**config.mk**
```make
export PLATFORM = sky130hd
export DESIGN_NAME = seq_detector_param
export DESIGN_NICKNAME = d
export VERILOG_FILES = /design/src/rtl/seq_detector_param.sv
export SDC_FILE = /design/constraint.sdc
export NUM_CORES = 1
export LEC_CHECK = 0
export CAP_MARGIN = 20
export CORE_AREA = 2 2 39 41
export DETAILED_ROUTE_END_ITERATION = 8
export DIE_AREA = 0 0 41 43
export PLACE_DENSITY = 0.66
export SLEW_MARGIN = 40
export SYNTH_ARGS = -nofsm -noshare
export SYNTH_HDL_FRONTEND = slang
export SYNTH_SLANG_ARGS = --single-unit
```
**constraint.sdc**
```tcl
create_clock -name clk -period 1 [get_ports clk]
set_clock_uncertainty 0.05 [all_clocks]
set_input_delay 0.15 -clock clk [delete_from_list [all_inputs] [get_ports clk]]
set_output_delay 0.15 -clock clk [all_outputs]
set_load 0.02 [all_outputs]
```
**src/rtl/seq_detector_param.sv**
```systemverilog
// Runtime-loadable serial pattern detector with overlap control.
// Optional saturating match counter enabled by defining SEQDET_CNT_EN.
module seq_detector_param #(
    parameter int                   PATTERN_W = 4,
    parameter logic [PATTERN_W-1:0] PATTERN   = 4'b1011,
    parameter bit                   OVERLAP   = 1'b1,
    parameter int                   CNT_W     = 8
) (
    input  logic                 clk,
    input  logic                 reset,
    input  logic                 cfg_load,
    input  logic [PATTERN_W-1:0] cfg_pattern,
    input  logic                 in_valid,
    input  logic                 in,
    output logic                 match,
    output logic                 match_q,
    output logic                 primed
`ifdef SEQDET_CNT_EN
    ,
    output logic [CNT_W-1:0]     match_cnt
`endif
);

    localparam int HW = PATTERN_W - 1;
    localparam int FW = $clog2(PATTERN_W);
    localparam logic [FW-1:0] FILL_MAX = FW'(HW);

    if (PATTERN_W < 2 || PATTERN_W > 32 || CNT_W < 1) begin : g_bad_param
        $error("seq_detector_param: illegal parameter value");
    end

    logic [HW-1:0]        hist;
    logic [HW-1:0]        hist_d;
    logic [FW-1:0]        fill;
    logic [FW-1:0]        fill_d;
    logic [PATTERN_W-1:0] pat;
    logic [PATTERN_W-1:0] pat_d;
    logic [PATTERN_W-1:0] win;

    assign win    = {hist, in};
    assign primed = (fill == FILL_MAX);

    // Mealy match: completing bit compared against the live pattern.
    always_comb begin
        match = in_valid & ~cfg_load & reset & primed & (win == pat);
    end

    // Next history/fill/pattern: load beats shift; non-overlap flushes.
    always_comb begin
        hist_d = hist;
        fill_d = fill;
        pat_d  = pat;
        if (cfg_load) begin
            pat_d  = cfg_pattern;
            hist_d = '0;
            fill_d = '0;
        end else if (in_valid) begin
            if (match && !OVERLAP) begin
                hist_d = '0;
                fill_d = '0;
            end else begin
                hist_d = win[HW-1:0];
                if (!primed) begin
                    fill_d = fill + 1'b1;
                end
            end
        end
    end

    // State register with synchronous active-low reset.
    always_ff @(posedge clk) begin
        if (!reset) begin
            hist    <= '0;
            fill    <= '0;
            pat     <= PATTERN;
            match_q <= 1'b0;
        end else begin
            hist    <= hist_d;
            fill    <= fill_d;
            pat     <= pat_d;
            match_q <= match;
        end
    end

`ifdef SEQDET_CNT_EN
    logic [CNT_W-1:0] cnt_d;

    // Saturating count of match cycles; cleared on pattern load.
    always_comb begin
        cnt_d = match_cnt;
        if (cfg_load) begin
            cnt_d = '0;
        end else if (match && (match_cnt != '1)) begin
            cnt_d = match_cnt + 1'b1;
        end
    end

    // Counter register.
    always_ff @(posedge clk) begin
        if (!reset) begin
            match_cnt <= '0;
        end else begin
            match_cnt <= cnt_d;
        end
    end
`endif

endmodule

```
==> out/results.ini <==
[run_status]
outcome = finished, violations left
violations = negative setup slack

[min_path]
hp-start = in
hold_class = in -> reg

[global_routing]
use_met3 = 0.04712
grt_max_degree = 7
top_usage_layer = met2
grt_pass1_vias = 344
grt_overflow = 0
use_met1 = 0.1144
grt_usage = 0.1191
grt_util_met2 = 0.1656
grt_pass1_wl_um = 1290
antenna_found_initial = 0

[synthesis]
yosys.area.top_type_share = 0.4638
synth_cell_types = 14
seq_area_frac_synth = 0.4638
ys_warn_count = 0
synth_top_cell_by_area = dfxtp_1
syn_inst = 41
ys_ff_latch = 10
syn_area_per_cell_um2 = 10.53
synth_area_um2 = 431.7
synth_nets = 51
ys_top_cells_by_area = dfxtp_1 (46%), mux2i_1 (19%), xnor2_1 (8.1%)

[routing]
vias = 361
wl_per_cell_um = 9.542
viasPerCell = 4.349
drt_pass1_iterations = 3
wl_um = 792
drtIter0Drc = 2
ant_nets = 0
drc = 0

[cells_and_area]
final_common_cell = buf_4
finalCoreUtilization = 0.5335
mostFrequentLayoutCells = buf_4 (13), mux2i_1 (8), clkdlybuf4s50_1 (7)
n_antenna_cell = 0
nFillCells = 143
fin_nets = 78
area_growth_pct = 71.01
multiInputGateArea_um2 = 266.5
final_area_um2 = 738.2
layoutNonFillerInstCount = 83
drive_gt1_frac = 0.4925
register_area_um2 = 211.5

[timing]
maxSlewHeadroom = 0.7038
finalHoldViolCount = 0
drv_slew = 0
rsz0062_at_grt = true
fin_crit_sh = 1.488
clock.fmax_mhz = 671.9
worstMarginPinSlew_ps = 442.7
setup_viol = 5
min_period_ps = 1488
setup_slack_ps = -488.4

[clocking]
clk_latency_ps = 260
cts_tree = done
clk_pin_slew_ps = 70
numClockSinks = 10
cts_made_buffers = 3
clockBufferDepth = 2
cts-htree-levels = 1
cts_root_buf = clkbuf_4

[critical_path]
worstReg2RegStart = fill[0]
critPathLaunch = pat[1]
ff2ff_setup_slack_ps = -240
cp_max_fo = 2
critPathKind = reg -> out
worstPathArrival_ps = 1290
critPathLaunchType = register
crit_required_ps = 800
cp-end-kind = output pin

[placement]
dp_cells = 77
place.gp.congestion = 0.5997
place_hpwl_um = 654
placed_cell_area_um2 = 660.6
io_buffer_count = 11

[power_and_ir_drop]
p_leak_uw = 0.0003319
vdd_drop_max_v = 0.0007453
p_per_area_mw_per_mm2 = 1247

[floorplan]
dieArea_mm2 = 0.001763
core.rowCount = 14
die_height_um = 43
ios = 12
core_area_mm2 = 0.001384
start_util = 0.3119
die_x_um = 41

[job]
cap_viol_max_count = 0

[routing by layer]
metal	wire length (um)	up-vias
li1	-	188
met1	344	156
met2	360	12
met3	42	5
met4	44	0
met5	0	-
[report_power, final]
part	internal, uW	leakage (uW)	switching [uW]
Sequential	413	0.0000836	11.4
Clock	221	0.0000210	136
Combinational	88.1	0.000227	50.4
[sequential cells by signal, summed over array words and instances, names as in the netlist]
register / count
pat: 4
hist: 3
fill: 2
match_q: 1
[through the flow]
stage | total power (uW) | worst slack, ps | hold slack, ps | setup TNS (ps)
after floorplan | 495.9 | -200.3 | 161.9 | -358.7
after global placement | 557.7 | -1032 | 441.0 | -3626
after detailed placement | 559.7 | -1051 | 436.1 | -3781
after CTS | 931.0 | -507.8 | 241.0 | -1226
after global routing | 968.8 | -559.8 | 278.5 | -1430
final | 920.3 | -488.4 | 244.7 | -1197
[what timing repair did]
item / 4_1_cts / 5_1_grt
hold buffers: 0 / 0
cloned: 0 / 0
gates resized for setup: 20 / 6
setup buffers: 1 / 2
pin swaps: 4 / 0
endpoints found under the setup margin: 6 / 5
[path summary, 6_finish.rpt]
path                            depth (start not counted)      end
worst max register to register                          5  fill[1]
worst max-delay path                                    4    match
worst min-delay path                                    3  hist[0]
worst min register to register                          2   pat[0]
[final cells by class]
class / count / share of cell area
Clock buffer: 4 / 0.04915
Multi-Input combinational cell: 29 / 0.3610
Sequential cell: 10 / 0.2864
Tap cell: 16 / 0.02712
Timing Repair Buffer: 24 / 0.2763
[cell families (layout without fill, tap and decap cells)]
family,after synthesis,after routing,synth area share
buffers and inverters,2,28,0.03767
adder cells (fa/ha/maj),1,1,0.02898
AND/OR/NAND/NOR,15,15,0.1826
multiplexers,8,8,0.1855
XOR/XNOR,5,5,0.1014
flip-flops,10,10,0.4638
[worst max-delay path, cell delays in order, from the launching register on]
cell and delay, ps:
dfxtp_2 330, xnor2_1 140, nand3_1 150, nor4_4 220
buf_4 180
[Yosys cell counts, drive strengths merged]
cell type,count
xnor2,4
and2b,1
dfxtp,10
xor2,1
clkbuf,1
nand2b,1
nor4,2
ha,1
nand2,4
nand3,1
nor2b,1
buf,1
nor2,5
mux2i,8
Power figures use the tool's default switching activity.
==> RTL change, RTL diff (config.mk and constraints unchanged) <==
The parameter `OVERLAP` goes from 1'b1 to 1'b0.
--- a/src/rtl/seq_detector_param.sv
+++ b/src/rtl/seq_detector_param.sv
@@ -3,7 +3,7 @@
 module seq_detector_param #(
     parameter int                   PATTERN_W = 4,
     parameter logic [PATTERN_W-1:0] PATTERN   = 4'b1011,
-    parameter bit                   OVERLAP   = 1'b1,
+    parameter bit                   OVERLAP   = 1'b0,
     parameter int                   CNT_W     = 8
 ) (
     input  logic                 clk,
Behaviour: not the same (a bounded check fails within 10 cycles, from zero or initial values and one cycle with reset low).
==> RTL change against the original RTL <==
The run still ends with negative setup slack left; die area is the same; total power rose by 3.2%; largest power group unchanged; final area increased by 14%; synthesized area increased by 12%; largest cell class unchanged; critical path type unchanged; worst hold slack improved by 0.024 ns; worst setup slack better by 0.10 ns; combinational power grew 10%; sequential cell count unchanged; first-iteration DRC count rose to 4.5 times the old value; wire length grew 32%.
==> RTL change: results (changes against the original RTL) <==
Setup crit start = pat[0]
Post-Synth Adder-Cell Area = 2.597% (-0.30 points)
GRT met1 Usage = 18.03% (+6.6 points)
Postcts setup bufs = 2 (+1)
1st-iter DRT viols = 9 (+7)
Via count = 453 (+25%)
Pre-CTS setup slack = -0.9440 ns (+0.1075 ns)
Syn nets = 59 (+16%)
Routed wl met3 = 32 microns (-24%)
Routing usage on met2 = 24.38% (+7.8 points)
Placed Area = 754.5 sq um (+14%)
Met3 usage = 3.141% (-1.6 points)
Post-Synth XOR/XNOR Area = 7.273% (-2.9 points)
Routed met2 length = 557 microns (+55%)
Status = finished with violations
Final setup viols = 8 (+3)
Post-synthesis mux area share = 10.39% (-8.2 points)
Cell Count, Final, Fillers Out = 95 (+14%)
Fraction of layout cells with a size suffix above 1 = 55.70% (+6.4 points)
Cell variety after synth = 17 (+3)
First-pass GRT wire length = 1787 microns (+39%)
DP Wirelength = 803.1 microns (+23%)
Share of the yosys chip area belonging to registers = 41.56% (-4.8 points)
DP Cell Count = 89 (+16%)
Fin Setup TNS = -1.616 ns (-0.4190 ns)
Violated checks = negative setup slack
Compound-Gate Fraction of Synth Area = 12.99% (+13 points)
Worst IR drop on VDD = 0.6624 mV (-11%)
Top cells by area, synth = dfxtp_1, mux2i_1, xnor2_1
DRT Pass-1 Iters = 4 (+1)
DRT met1 WL = 456 microns (+33%)
Tot GR Track Use = 15.25% (+3.3 points)
Crit path max-delay family = flip-flops
Worst path arrival time = 1.19 ns (-0.10 ns)
Min setup slack post-route = -0.3886 ns (+0.09979 ns)
Rel. slew slack = 88.18% (+18 points)
## RTL change: power breakdown
part           switching (mW)  internal (mW)  total [mW]
clock network           0.147          0.221       0.368
registers              0.0154          0.415       0.430
logic                  0.0563         0.0956       0.152
total                   0.219          0.731       0.950
## RTL change: worst min path at each step
| stage | from | to | slack [ns] | cells after the start |
|---|---|---|---|---|
| 2_1_floorplan | reset | pat[0] | 0.16 | 1 |
| 3_3_place_gp | hist[2] | hist[2] | 0.42 | 2 |
| 3_5_place_dp | hist[2] | hist[2] | 0.44 | 2 |
| 4_1_cts | reset | pat[0] | 0.27 | 3 |
| 5_1_grt | reset | pat[1] | 0.29 | 3 |
| 6_report | reset | pat[3] | 0.27 | 3 |
## RTL change: area by class of cell
type | count | area, sq um
Clock buffer | 4 | 36.28
Fill cell | 115 | 541.8
Inverter | 2 | 7.507
Multi-Input combinational cell | 36 | 329.1
Sequential cell | 10 | 211.5
Tap cell | 16 | 20.02
Timing Repair Buffer | 27 | 237.7
